==> src/rtl/enemy_collision_detect.sv <==
// rtl/enemy_collision_detect.sv - missile vs. enemy formation hit test, one check per video frame
// Column/row found by serial subtraction so no divider is needed; all outputs registered.
module enemy_collision_detect #(
   parameter int ENEMY_W   = 16,
   parameter int ENEMY_H   = 16,
   parameter int SPACING_X = 24,
   parameter int SPACING_Y = 20
) (
   input  logic            clk,
   input  logic            reset,
   input  logic            frame_start,
   input  logic            missile_active,
   input  logic [9:0]      missile_x,
   input  logic [9:0]      missile_y,
   input  logic [9:0]      grid_x,
   input  logic [9:0]      grid_y,
   input  logic [9:0][5:0] enemy_status,
   output logic [6:0]      enemy_hit,
   output logic            collision,
   output logic            missile_kill,
   output logic [5:0]      hits_count,
   output logic            all_dead
);

   typedef enum logic [2:0] {IDLE, CAPTURE, DIVIDE, CHECK, HIT, STROBE, DONE} state_t;

   localparam logic [10:0] SX = 11'(SPACING_X);
   localparam logic [10:0] SY = 11'(SPACING_Y);
   localparam logic [10:0] EW = 11'(ENEMY_W);
   localparam logic [10:0] EH = 11'(ENEMY_H);

   state_t      state, state_next;
   logic [10:0] rem_x, rem_y;
   logic [3:0]  col;
   logic [2:0]  row;
   logic        step_x, step_y;

   assign step_x = (rem_x >= SX);
   assign step_y = (rem_y >= SY);

   always_comb begin
      state_next = state;
      case (state)
         IDLE:    if (frame_start && missile_active) state_next = CAPTURE;
         CAPTURE: state_next = DIVIDE;
         DIVIDE: begin
            // bit 10 is the sign of the latched offset: missile left of / above the grid
            if (rem_x[10] || rem_y[10])
               state_next = DONE;
            else if ((step_x && col == 4'd9) || (step_y && row == 3'd5))
               state_next = DONE;
            else if (!step_x && !step_y)
               state_next = CHECK;
         end
         CHECK: begin
            if (rem_x < EW && rem_y < EH && enemy_status[col][row])
               state_next = HIT;
            else
               state_next = DONE;
         end
         HIT:     state_next = STROBE;
         STROBE:  state_next = DONE;
         DONE:    state_next = IDLE;
         default: state_next = IDLE;
      endcase
   end

   always_ff @(posedge clk or posedge reset) begin
      if (reset) begin
         state        <= IDLE;
         rem_x        <= '0;
         rem_y        <= '0;
         col          <= '0;
         row          <= '0;
         enemy_hit    <= '0;
         collision    <= 1'b0;
         missile_kill <= 1'b0;
         hits_count   <= '0;
         all_dead     <= 1'b0;
      end else begin
         state        <= state_next;
         missile_kill <= 1'b0;
         // collision trails enemy_hit by one cycle so the status stage sees a settled address
         collision    <= (state == HIT) || (state == STROBE);
         all_dead     <= all_dead || (hits_count == 6'd60);

         if (state == CAPTURE) begin
            rem_x <= {1'b0, missile_x} - {1'b0, grid_x};
            rem_y <= {1'b0, missile_y} - {1'b0, grid_y};
            col   <= '0;
            row   <= '0;
         end

         if (state == DIVIDE && state_next == DIVIDE) begin
            if (step_x) begin
               rem_x <= rem_x - SX;
               col   <= col + 4'd1;
            end
            if (step_y) begin
               rem_y <= rem_y - SY;
               row   <= row + 3'd1;
            end
         end

         if (state == CHECK && state_next == HIT) begin
            enemy_hit    <= {col, row};
            missile_kill <= 1'b1;
            if (hits_count != 6'd60)
               hits_count <= hits_count + 6'd1;
         end
      end
   end

endmodule

==> config.mk <==
export PLATFORM = sky130hd
export DESIGN_NAME = enemy_collision_detect
export DESIGN_NICKNAME = d
export VERILOG_FILES = /design/src/rtl/enemy_collision_detect.sv
export SDC_FILE = /design/constraint.sdc
export NUM_CORES = 1
export LEC_CHECK = 0
export ABC_AREA = 0
export BUFFER_PORTS_ARGS = -buffer_cell sky130_fd_sc_hd__buf_2
export CAP_MARGIN = 10
export CORE_ASPECT_RATIO = 0.7
export CORE_MARGIN = 5
export CORE_UTILIZATION = 50
export DETAILED_ROUTE_END_ITERATION = 8
export GPL_TIMING_DRIVEN = 1
export PLACE_DENSITY = 0.85
export SYNTH_ARGS = -nofsm -noshare
export SYNTH_HDL_FRONTEND = slang
export SYNTH_SLANG_ARGS = --single-unit
==> constraint.sdc <==
create_clock -name clk -period 3.3 [get_ports clk]
set_input_delay 0.66 -clock clk [delete_from_list [all_inputs] [get_ports clk]]
set_output_delay 0.66 -clock clk [all_outputs]
set_load 0.01 [all_outputs]
==> metrics.md <==
| Metric | Value |
|---|---|
| Final #Nets | ~650 |
| Max_cap viols | 0 |
| Arrival time of the worst setup path | about 2.9 ns |
| Total iterations of the first detailed-routing run | 5 |
| Async SR Flop Fraction | 1.00 |
| Unrepaired setup endpoints after global routing | false |
| Design Power | around 2.6 mW |
| Routed WL | 9370 um |
| Die height | 82.9 um |
| Hold-fix buffer count after cts | 0 |
| Placer Congestion | 0.962 |
| Die Width | 114 um |
| Clock root buffer master | clkbuf_8 |
| Vias in the first global route | 3465 |
| CP Data Required Time | 3.46 ns |
| Sw frac | 0.396 |
| PD cells | 552 mW/mm2 |
| Max-slew violation count | 0 |
| YS warnings | 0 |
| Hold WC Path Type | input pin to asynchronous set/reset pin |
| Static Leak | 2.28 nW |
| Final setup violation count | 0 |
| I/O pin count | 120 |
| Dpl hpwl | ~7600 um |
| Starting Density | 0.516 |
| Fin crit period | around 2.7 ns |
| Clock network fraction of design power | 0.195 |
| Prevailing post-synth register cell | dfrtp_1 |
| Crit share post-route | 0.825 |
| Post-synth EDFFs | 0 |
| H-tree Lvls | 2 |
| Total GRT Usage | 0.197 |
| Area of the multi-input gates | about 0.0025 mm2 |
| Largest net degree at the start of global routing | 32 |
| Status | finished, final reports clean |
| WL/cell | 15.2 um |
| Worst-Skew Late Latency | 0.30 ns |
| Part of the power in combinational logic | 0.440 |
| Synth Register Bits | 45 |
| Post-CTS Resized | 0 |
| Rows | 26 |
| Remaining DRCs | 0 |
| Synth unique cells | 65 |
| Setup Buffers After CTS | 0 |
| # fillers | roughly 630 |
| Grt total ovfl | 0 |
| Initial antenna violation count | 0 |
| Core ar. | ~0.0074 mm2 |
| Setup_tns | 0 ns |
| Max_slew headroom | 0.429 |
| TritonCTS clock tree | done |
| Sequential share of power | 0.364 |
| Worst-path clk slew | 0.09 ns |
| Layout cells sized above 1 | 0.317 |
| Sw power | between 1 and 1.5 mW |
| ANT nets after route | 0 |
| Seq/Total Area, Yosys | 0.297 |
| CP max FO | 8 |
| Clock tree buffer depth | 2 |
| Clock tree sinks | 45 |
| Cells after synthesis | 401 |
| Clock Skew | 0.00490 ns |
| Final hold vios | 0 |
| Starting DRT DRC Count | ~200 |
| Max Clock Freq | 0.367 GHz |
| Total number of vias | approximately 3500 |
| Int Pwr | 1.54 mW |
| Mean Syn Cell Area | 9.45 um2 |
| Drt via density | approximately 5.6 |
| First-pass GRT wire length | about 16000 um |
| Post-layout util | 0.630 |
| FF/Latch Area | 0.00113 mm2 |
| Synthesized area | 0.00379 mm2 |
| Crit. End Element | flip-flop |
| N_diodes | 0 |
| Layout area overhead | 22.1% |
| Mapped Nets | 536 |
| Setup crit start kind | flip-flop |
| Worst-margin pin slew | 0.849 ns |
| Port bufs | 119 |
| CTS Buf Count | 5 |
| Worst VDD drop | ~240 uV |
| R2R cell count | 8 |
| Crit Path Class | flip-flop to flip-flop |
| DIE AREA | 0.00945 mm2 |
-- synth_stat cells (all sizes together) (3+ instances only) --
| cell type | number | area (um2) |
|---|---|---|
| nor2b | 6 | 37.5 |
| o22ai | 3 | 18.8 |
| nand2b | 6 | 37.5 |
| mux2 | 11 | 150 |
| or2 | 4 | 25.0 |
| or3 | 3 | 23.8 |
| nor3 | 13 | 76.3 |
| and2 | 4 | 25.0 |
| nand4b | 3 | 26.3 |
| o31a | 3 | 26.3 |
| a31oi | 5 | 31.3 |
| nand4 | 8 | 50.1 |
| buf | 7 | 52.5 |
| mux4 | 12 | 297 |
| mux2i | 6 | 60.1 |
| and3 | 6 | 37.5 |
| a21oi | 28 | 140 |
| nand3 | 9 | 45.0 |
| nor4 | 3 | 31.3 |
| xnor2 | 11 | 96.3 |
| xor2 | 12 | 105 |
| a21o | 5 | 37.5 |
| nor4b | 3 | 26.3 |
| nor2 | 25 | 93.8 |
| ha | 29 | 363 |
| clkbuf | 9 | 35.0 |
| o21ai | 25 | 129 |
| dfrtp | 45 | 1130 |
| inv | 32 | 120 |
| a22oi | 3 | 22.5 |
| nand2 | 29 | 109 |
-- worst max-delay path, cell delays in order (launching register included) --
cell	delay (ns)
dfrtp_1	0.45
ha_1	0.26
or3_4	0.36
o41a_1	0.35
or2_1	0.28
or3_1	0.47
o21ba_1	0.23
o21ai_1	0.13
a21oi_1	0.05
-- worst paths after layout --
kind / start / end / slack [ns]
setup / recovery: rem_x[4] / rem_y[8] / 0.58
hold / removal: reset / missile_kill / 0.23
setup reg to reg: rem_x[4] / rem_y[8] / 0.58
hold reg to reg: all_dead / all_dead / 0.47
max in group asynchronous: reset / rem_x[9] / 2.42
min in group clk: all_dead / all_dead / 0.47
-- sequential cells by signal, summed over array words and instances (netlist names) --
name,cells
enemy_hit,7
col,4
state,3
all_dead,1
rem_y,11
row,3
missile_kill,1
hits_count,6
rem_x,8
collision,1
-- cell type report --
cell class | instances | area share
timing repair buffer | 127 | 0.144
multi-input combinational | 308 | 0.531
sequential | 45 | 0.243
clock buffer | 5 | 0.0149
inverter | 32 | 0.0260
tap | 98 | 0.0265
clock inverter | 3 | 0.0141
-- per-layer routing --
metal  vias to the layer above  GRT usage  share of wire
li1                       1705          -              -
met4                         0     0.0248         0.0032
met5                         -          0              0
met3                         5     0.0327          0.078
met2                       128      0.327           0.47
met1                      1628      0.278           0.45
-- power groups by stage --
stage / registers, mW / logic (mW) / clock network (mW)
after floorplan: 0.854 / 0.893 / 0
after global placement: 0.924 / 1.06 / 0
after detailed placement: 0.934 / 1.12 / 0
after CTS: 0.925 / 1.13 / 0.506
after global routing: 0.960 / 1.27 / 0.526
final: 0.932 / 1.13 / 0.500
-- metrics by stage --
| step | hold WS (ns) | cell area, um2 | instances | worst slack, ns |
|---|---|---|---|---|
| global route | 0.233 | 4630 | 618 | 0.412 |
| floorplan | 0.447 | 3790 | 401 | 0.711 |
| CTS | 0.473 | 4610 | 617 | 0.561 |
| detailed placement | 0.450 | 4470 | 609 | 0.406 |
| finish | 0.230 | 4630 | 618 | 0.577 |
| global placement | 0.446 | 4470 | 609 | 0.482 |
-- cell families after synthesis --
logic type,synth area share
AOI/OAI and AO/OA,0.164
xor gates and xnor gates,0.0531
adders and majority gates,0.106
buffers and inverters,0.0548
DFF,0.297
muxes,0.134
and+or+nand+nor,0.191
-- cells in the final DEF (no fill, tap or decap), types with 5 or more instances in the layout --
| cell | netlist | routed |
|---|---|---|
| nor2_1 | 25 | 25 |
| mux4_1 | 7 | 7 |
| dfrtp_1 | 45 | 45 |
| a31oi_1 | 5 | 5 |
| mux2i_1 | 6 | 6 |
| nand4_1 | 8 | 8 |
| a21oi_1 | 28 | 28 |
| buf_4 | 2 | 7 |
| inv_1 | 32 | 31 |
| xor2_1 | 12 | 12 |
| xnor2_1 | 11 | 11 |
| mux4_2 | 5 | 5 |
| nand3_1 | 9 | 9 |
| nor2b_1 | 6 | 6 |
| ha_1 | 29 | 29 |
| o21ai_0 | 22 | 22 |
| mux2_4 | 7 | 7 |
| nand2_1 | 29 | 29 |
| clkbuf_8 | 0 | 5 |
| buf_2 | 3 | 119 |
| a21o_1 | 5 | 5 |
| nand2b_1 | 6 | 6 |
| nor3_1 | 12 | 12 |
| and3_1 | 6 | 6 |
Note: power is estimated with default switching activity, not from simulation.
